--- src/rtl/invsqrt_iter_sched.sv ---
// rtl/invsqrt_iter_sched.sv - issue/recirculation scheduler for the shared Newton-Raphson inverse-sqrt pipeline
// Optional return-alignment checking: define INVSQRT_SCHED_ALIGN_CHECK_EN.
module invsqrt_iter_sched #(
    parameter int PIPE_LAT   = 4,
    parameter int ITERATIONS = 2,
    parameter int TAG_W      = 4
) (
    input  logic             clk,
    input  logic             rst,
    input  logic             in_valid,
    output logic             in_ready,
    input  logic [30:0]      in_data,
    input  logic [TAG_W-1:0] in_tag,
    output logic             pipe_valid,
    output logic [30:0]      pipe_x,
    output logic [30:0]      pipe_y,
    input  logic             pipe_ready,
    input  logic [30:0]      pipe_x_ret,
    input  logic [30:0]      pipe_y_ret,
    output logic             out_valid,
    output logic [30:0]      out_data,
    output logic [TAG_W-1:0] out_tag,
    output logic             busy,
    output logic             err
);

    localparam int CNT_W = $clog2(PIPE_LAT + 1) + 1;
    localparam int BLK_W = $clog2(PIPE_LAT + 1);
    localparam logic [3:0] ITER = 4'(ITERATIONS);

    logic [PIPE_LAT-1:0] trk_v;
    logic [TAG_W-1:0]    trk_tag  [PIPE_LAT];
    logic [2:0]          trk_pass [PIPE_LAT];

    logic [TAG_W-1:0] issue_tag;
    logic [2:0]       issue_pass;
    logic [CNT_W-1:0] cnt;
    logic [BLK_W-1:0] blank_cnt;

    logic             blanking;
    logic             tail_v;
    logic [TAG_W-1:0] tail_tag;
    logic [3:0]       next_pass;
    logic             ret_ok;
    logic             recirc;
    logic             final_ret;
    logic             accept;
    logic             lost;

    assign blanking  = (blank_cnt != '0);
    assign tail_v    = trk_v[PIPE_LAT-1];
    assign tail_tag  = trk_tag[PIPE_LAT-1];
    assign next_pass = {1'b0, trk_pass[PIPE_LAT-1]} + 4'd1;

    // Blanking only matters for stale returns right after reset; the tracker is empty then anyway.
    assign ret_ok    = pipe_ready && tail_v && !blanking;
    assign recirc    = ret_ok && (next_pass < ITER);
    assign final_ret = ret_ok && !recirc;
    assign in_ready  = !rst && !recirc;
    assign accept    = in_valid && in_ready;
    assign busy      = (cnt != '0);

`ifdef INVSQRT_SCHED_ALIGN_CHECK_EN
    logic mismatch;
    assign mismatch = !blanking && (pipe_ready != tail_v);
    // A token whose return never showed up is gone; retire it so busy does not stick.
    assign lost     = !blanking && tail_v && !pipe_ready;

    always_ff @(posedge clk or posedge rst) begin
        if (rst) begin
            err <= 1'b0;
        end else if (mismatch) begin
            err <= 1'b1;
        end
    end
`else
    assign lost = 1'b0;
    assign err  = 1'b0;
`endif

    always_ff @(posedge clk or posedge rst) begin
        if (rst) begin
            trk_v <= '0;
            for (int i = 0; i < PIPE_LAT; i++) begin
                trk_tag[i]  <= '0;
                trk_pass[i] <= '0;
            end
        end else begin
            trk_v       <= {trk_v[PIPE_LAT-2:0], pipe_valid};
            trk_tag[0]  <= issue_tag;
            trk_pass[0] <= issue_pass;
            for (int i = 1; i < PIPE_LAT; i++) begin
                trk_tag[i]  <= trk_tag[i-1];
                trk_pass[i] <= trk_pass[i-1];
            end
        end
    end

    always_ff @(posedge clk or posedge rst) begin
        if (rst) begin
            pipe_valid <= 1'b0;
            pipe_x     <= '0;
            pipe_y     <= '0;
            issue_tag  <= '0;
            issue_pass <= '0;
        end else if (recirc) begin
            pipe_valid <= 1'b1;
            pipe_x     <= pipe_x_ret;
            pipe_y     <= pipe_y_ret;
            issue_tag  <= tail_tag;
            issue_pass <= next_pass[2:0];
        end else if (accept) begin
            pipe_valid <= 1'b1;
            pipe_x     <= in_data;
            // Magic-constant seed; the constant fits in 31 bits so modulo-2^31 subtraction is exact.
            pipe_y     <= 31'h5F3759DF - (in_data >> 1);
            issue_tag  <= in_tag;
            issue_pass <= 3'd0;
        end else begin
            pipe_valid <= 1'b0;
        end
    end

    always_ff @(posedge clk or posedge rst) begin
        if (rst) begin
            out_valid <= 1'b0;
            out_data  <= '0;
            out_tag   <= '0;
            cnt       <= '0;
            blank_cnt <= BLK_W'(PIPE_LAT);
        end else begin
            out_valid <= final_ret;
            if (final_ret) begin
                out_data <= pipe_y_ret;
                out_tag  <= tail_tag;
            end
            if (blanking) begin
                blank_cnt <= blank_cnt - 1'b1;
            end
            case ({accept, final_ret || lost})
                2'b10:   cnt <= cnt + 1'b1;
                2'b01:   cnt <= cnt - 1'b1;
                default: cnt <= cnt;
            endcase
        end
    end

endmodule

--- config.mk ---
export PLATFORM = sky130hd
export DESIGN_NAME = invsqrt_iter_sched
export DESIGN_NICKNAME = d
export VERILOG_FILES = /design/src/rtl/invsqrt_iter_sched.sv
export SDC_FILE = /design/constraint.sdc
export NUM_CORES = 1
export LEC_CHECK = 0
export ABC_CLOCK_PERIOD_IN_PS = 10300
export CAP_MARGIN = 20
export CORE_ASPECT_RATIO = 0.7
export CORE_MARGIN = 2
export CORE_UTILIZATION = 45
export DETAILED_ROUTE_END_ITERATION = 16
export MAX_ROUTING_LAYER = met4
export PLACE_DENSITY = 0.89
export SYNTH_ARGS = -nofsm -noshare
export SYNTH_HDL_FRONTEND = slang
export SYNTH_SLANG_ARGS = --single-unit
--- constraint.sdc ---
create_clock -name clk -period 10.3 [get_ports clk]
set_input_delay 2.06 -clock clk [delete_from_list [all_inputs] [get_ports clk]]
set_output_delay 2.06 -clock clk [all_outputs]
set_load 0.01 [all_outputs]
After elaboration in Yosys (flattened, before gate mapping)

Index checks and enable logic that the tools add are counted.

Div/mod/pow operators: 0
Order comparisons: 1
Reductions and logical operators: 13
Bitwise operators: 0
Multiply operators: 0
$add $sub $neg: 5
Multiplexer cells: 11
Shift-type cells: 0
Equal/unequal tests: 2

Operator list:

| operator               | count |
|---|---|
| $mux 31                | 4 |
| $sub 31x30->31 const A | 1 |
| $mux 4                 | 2 |
| $pmux 4 s2             | 1 |
| $logic_and 1x1->1      | 6 |
| $mux 3                 | 2 |
| $add 3x1->4 const B    | 1 |
| $add 4x1->4 const B    | 1 |
| $lt 4x2->1 const B     | 1 |
| $reduce_bool 2->1      | 2 |
| $reduce_bool 4->1      | 1 |
| $sub 4x1->4 const B    | 1 |
| $logic_not 1->1        | 3 |
| $reduce_bool 3->1      | 1 |
| $sub 3x1->3 const B    | 1 |
| $eq 2x1->1 const B     | 1 |
| $eq 2x2->1 const B     | 1 |
| $mux 1                 | 2 |

Register bits: 145
Memories: 0
ROM bits: 0
Output and inout port bits: 102
RAM bits: 0
Input port bits: 101
Word-level logic and storage cells: 51
Latch bits: 0

Logic depth before layout (Yosys ltp)

Depth after elaboration: 9
Gate-level depth with buffers: 15
Mapped depth without buffers: 13

Least setup slack after synthesis

Ideal clock, no wire load.

Path kind: input to register
From: input port rst
To: register pipe_y[30]
Data required time: 10.164 ns
Path slack: 4.015 ns
Arrival: 6.149 ns
Library setup time: 0.136 ns
Stages: 6
Cells stage by stage: inv_1 -> nand2_1 -> clkbuf_1 -> clkbuf_1 -> nand3_1 -> o311ai_2

Cells in the longest elaborated chain, start to end: 4

RTL lines:

| what                               | line | RTL |
|---|---|---|
| start, declared                    | 9    | `input logic rst,` |
| $logic_not 1->1 (no source line)   | --   |  |
| $logic_and 1x1->1                  | 59   | `assign in_ready = !rst && !recirc;` |
| $logic_and 1x1->1                  | 60   | `assign accept = in_valid && in_ready;` |
| $reduce_bool 2->1 (no source line) | --   |  |
| end signal, assigned               | 109  | `pipe_y <= pipe_y_ret;` |
| end signal, assigned               | 116  | `pipe_y <= 31'h5F3759DF - (in_data >> 1);` |
| end, declared                      | 16   | `output logic [30:0] pipe_y,` |

Every way passes these cells.
A chain may end at the register's enable or synchronous reset.

Worst setup path after layout

From: input port pipe_ready
To: output port in_ready

Cells in the longest elaborated chain, start to end: 5

RTL lines:

| what                           | line | RTL |
|---|---|---|
| start, declared                | 17   | `input logic pipe_ready,` |
| $logic_and 1x1->1 (2 in a row) | 56   | `assign ret_ok = pipe_ready && tail_v && !blanking;` |
| $logic_and 1x1->1              | 57   | `assign recirc = ret_ok && (next_pass < ITER);` |
| $logic_not 1->1                | 59   |  |
| $logic_and 1x1->1              | 59   |  |
| end, declared                  | 11   | `output logic in_ready,` |

Every way passes these cells.

==> run_results.csv <==
group,metric,value,unit
outcome,outcome,"finished clean",
sta,fin_setup_tns,0,ps
grt,antenna_found_initial,0,
clock_network,cts_resized,0,
route,num_vias,5154,
sta,hold_ws,348,ps
route,wl_met3,1310,microns
critical_path,crit_top_cell,"clkdlybuf4s50_1",
route,drt-initial-drc-count,272,
logic_synthesis,ys.flop_type,"dfrtp_1",
route,detail-route-antenna-nets,0,
logic_synthesis,synth_cells,592,
sta,finClkSkew,11.8,ps
floorplanning,die_y,103,microns
critical_path,cp-end-kind,"output pin",
critical_path,cp_cell_sequence,"clkdlybuf4s50_1 -> nand3_2 -> nor2_2 -> buf_4 -> nor2_1 -> clkdlybuf4s50_1",
sta,period_share,0.560,
logic_synthesis,synth_top_cell_by_area,"dfrtp_1",
clock_network,cts_hold_buf,0,
power_and_ir_drop,p_leak,3.88,nW
grt,overflow,0,
sta,finalHoldViolCount,0,
floorplanning,core-area,13700,sq um
clock_network,cts.reportedPaths.clkPinSlew,60,ps
sta,drv_slew,0,
route,wl_per_cell,18.2,microns
critical_path,path_max_fanout,36,
layout,finalNetCount,888,
power_and_ir_drop,power_density,239,nW/um^2
route,viasPerCell,5.25,
power_and_ir_drop,total_power,2.14,mW
layout,layout-drive-gt1-share,0.116,
power_and_ir_drop,ir_drop,0.000139,V
clock_network,numCtsBuffers,17,
floorplanning,chipWidth,145,microns
route,drt-pass1-iter-count,7,
layout,area_growth,43.3,%
logic_synthesis,synth_seq_cells,145,
floorplanning,dieArea,14900,sq um
logic_synthesis,ys_async_sr_fraction,1.00,
sta,setup_viol,0,
route,wl_met2,8570,microns
critical_path,crit_type,"input pin to output pin",
run,maxCapViolCount,0,
route,drc_errors,0,
logic_synthesis,avgSynthCellArea,10.6,sq um
clock_network,clk_latency,420,ps
sta,fmax,173,MHz
logic_synthesis,synth_edf_count,0,
sta,setup_ws,4530,ps
grt,grt_first_pass_wirelength,27800,microns
floorplanning,io_pins,203,
logic_synthesis,ys_types,49,
placed_design,hpwlAfterDp,12300,microns
critical_path,cp_slowest_stage_delay,490,ps
clock_network,cts_tree,"done",
grt,grt_pass1_vias,5177,
critical_path,worstPathArrival,3710,ps
layout,antenna_cells,0,
grt,grt_max_degree,105,
placed_design,dp_slack,4550,ps
route,drt-total-wl,17800,microns
logic_synthesis,synth_most_common_cell,"dfrtp_1",
critical_path,required,8240,ps
logic_synthesis,synthesis.nets,701,
clock_network,h-tree-depth,4,
hold_path,holdCritPathClass,"flip-flop to flip-flop",
floorplanning,initial_core_util,0.456,
logic_synthesis,synth_commonest_cells,"144 x dfrtp_1, 99 x nand2_1, 68 x nor2_1",
clock_network,cts_root_buffer,"clkbuf_16",
placed_design,port_buffers,201,
clock_network,post-cts-setup-buffer-count,0,
sta,tightestPinTransition,1030,ps
sta,period_needed,5770,ps
logic_synthesis,yosys_warnings,0,
sta,rsz0062_at_grt,"false",
sta,slew-limit-headroom,0.310,
route,dr.max_layer_used,"met4",
layout,fillers,1100,
critical_path,slowest_stage,"clkdlybuf4s50_1",
logic_synthesis,yosysTopAreaCellShare,0.575,
clock_network,clk_path_buf_depth,2,
route,routedLengthMet1,7640,microns
clock_network,clkSinkCount,145,
floorplanning,num_rows,36,
logic_synthesis,synthTopCellsByArea,"dfrtp_1 58%, mux2_2 6.3%, nand2_1 5.9%",
logic_synthesis,seq_area_frac_synth,0.579,
placed_design,finalWeightedCongestion,0.867,
grt,grtUsageTotal,0.253,
logic_synthesis,synthesis.area,6270,sq um
critical_path,setup.worst_path.start_class,"input pin",
## worst paths after layout
kind                               from           end  slack (ps)  cells past startpoint
max in group asynchronous           rst  issue_tag[1]        6700                      3
setup reg to reg           blank_cnt[0]        cnt[3]        6560                     13
setup / recovery             pipe_ready      in_ready        4530                      6
min in group asynchronous           rst    pipe_x[17]        2220                      2
hold / removal              trk_tag[11]    trk_tag[7]         350                      0
hold reg to reg             trk_tag[11]    trk_tag[7]         350                      0
## where the power goes
group	internal [mW]	leakage, nW	total, mW	switching [mW]
sequential	0.745	1.76	0.844	0.0989
combinational	0.386	1.82	0.670	0.284
clock	0.351	0.297	0.631	0.280
total	1.48	3.88	2.14	0.663
## flip-flops by register name, indices dropped and copies added (netlist names)
| register | flops |
|---|---|
| blank_cnt | 3 |
| pipe_valid | 1 |
| trk_tag | 12 |
| trk_pass | 12 |
| out_valid | 1 |
| issue_pass | 3 |
| pipe_x | 31 |
| trk_v | 4 |
| issue_tag | 4 |
| tail_tag | 4 |
| out_data | 31 |
| cnt | 4 |
| pipe_y | 31 |
| out_tag | 4 |
## cell usage in the layout, fill, tap and decap left out, types with 3 or more instances in the layout
| cell | instances |
|---|---|
| and3_1 | 8 |
| mux2_2 | 35 |
| o21ai_1 | 3 |
| o21ai_0 | 28 |
| inv_1 | 8 |
| clkinv_8 | 3 |
| ha_1 | 7 |
| nand3_1 | 13 |
| buf_4 | 4 |
| dfrtp_1 | 144 |
| inv_6 | 6 |
| and2_1 | 3 |
| a31oi_1 | 42 |
| clkdlybuf4s50_1 | 201 |
| nor2_1 | 68 |
| xnor2_1 | 11 |
| mux2i_1 | 4 |
| nand2b_1 | 3 |
| xor2_1 | 9 |
| o22ai_1 | 3 |
| a21oi_1 | 33 |
| inv_8 | 5 |
| clkbuf_16 | 17 |
| nand2_1 | 98 |
## per-layer routing
| layer | up-vias | global-route usage |
|---|---|---|
| met5 | - | - |
| met4 | 0 | 0.0891 |
| met3 | 26 | 0.0664 |
| met2 | 222 | 0.410 |
| met1 | 2507 | 0.314 |
| li1 | 2399 | - |
## area by class of cell
type                    instances  area [sq um]  share of cell area
inverters                       9          38.8             0.00432
multi-input cells             401          2420               0.269
well taps                     190           238              0.0265
clock inverters                15           186              0.0208
flip-flops and latches        145          3630               0.404
clock buffers                  17           425              0.0474
repair buffers                205          2040               0.227
## worst max-delay path, delay by kind of cell
| kind | cells | cell delay [ps] |
|---|---|---|
| buffers and inverters | 3 | 1350 |
| AND/OR/NAND/NOR | 3 | 280 |
## logic make-up after synthesis
| kind of cell | count (synthesis) | synth area share |
|---|---|---|
| other | 1 | 0.000598 |
| multiplexers | 39 | 0.0693 |
| AND/OR/NAND/NOR | 212 | 0.147 |
| adder cells (fa/ha/maj) | 8 | 0.0172 |
| flip-flops | 145 | 0.579 |
| AO/OA/AOI/OAI | 121 | 0.121 |
| XOR/XNOR | 20 | 0.0280 |
| buffers and inverters | 46 | 0.0375 |
## per-stage QoR
step / instances / utilization / instance area (sq um)
global placement: 950 / 0.609 / 8370
finish: 982 / 0.654 / 8980
floorplan: 592 / - / 6270
detailed placement: 950 / 0.609 / 8370
global route: 982 / 0.654 / 8980
CTS: 982 / 0.654 / 8980
No activity file was read; power rests on OpenSTA's default activity.
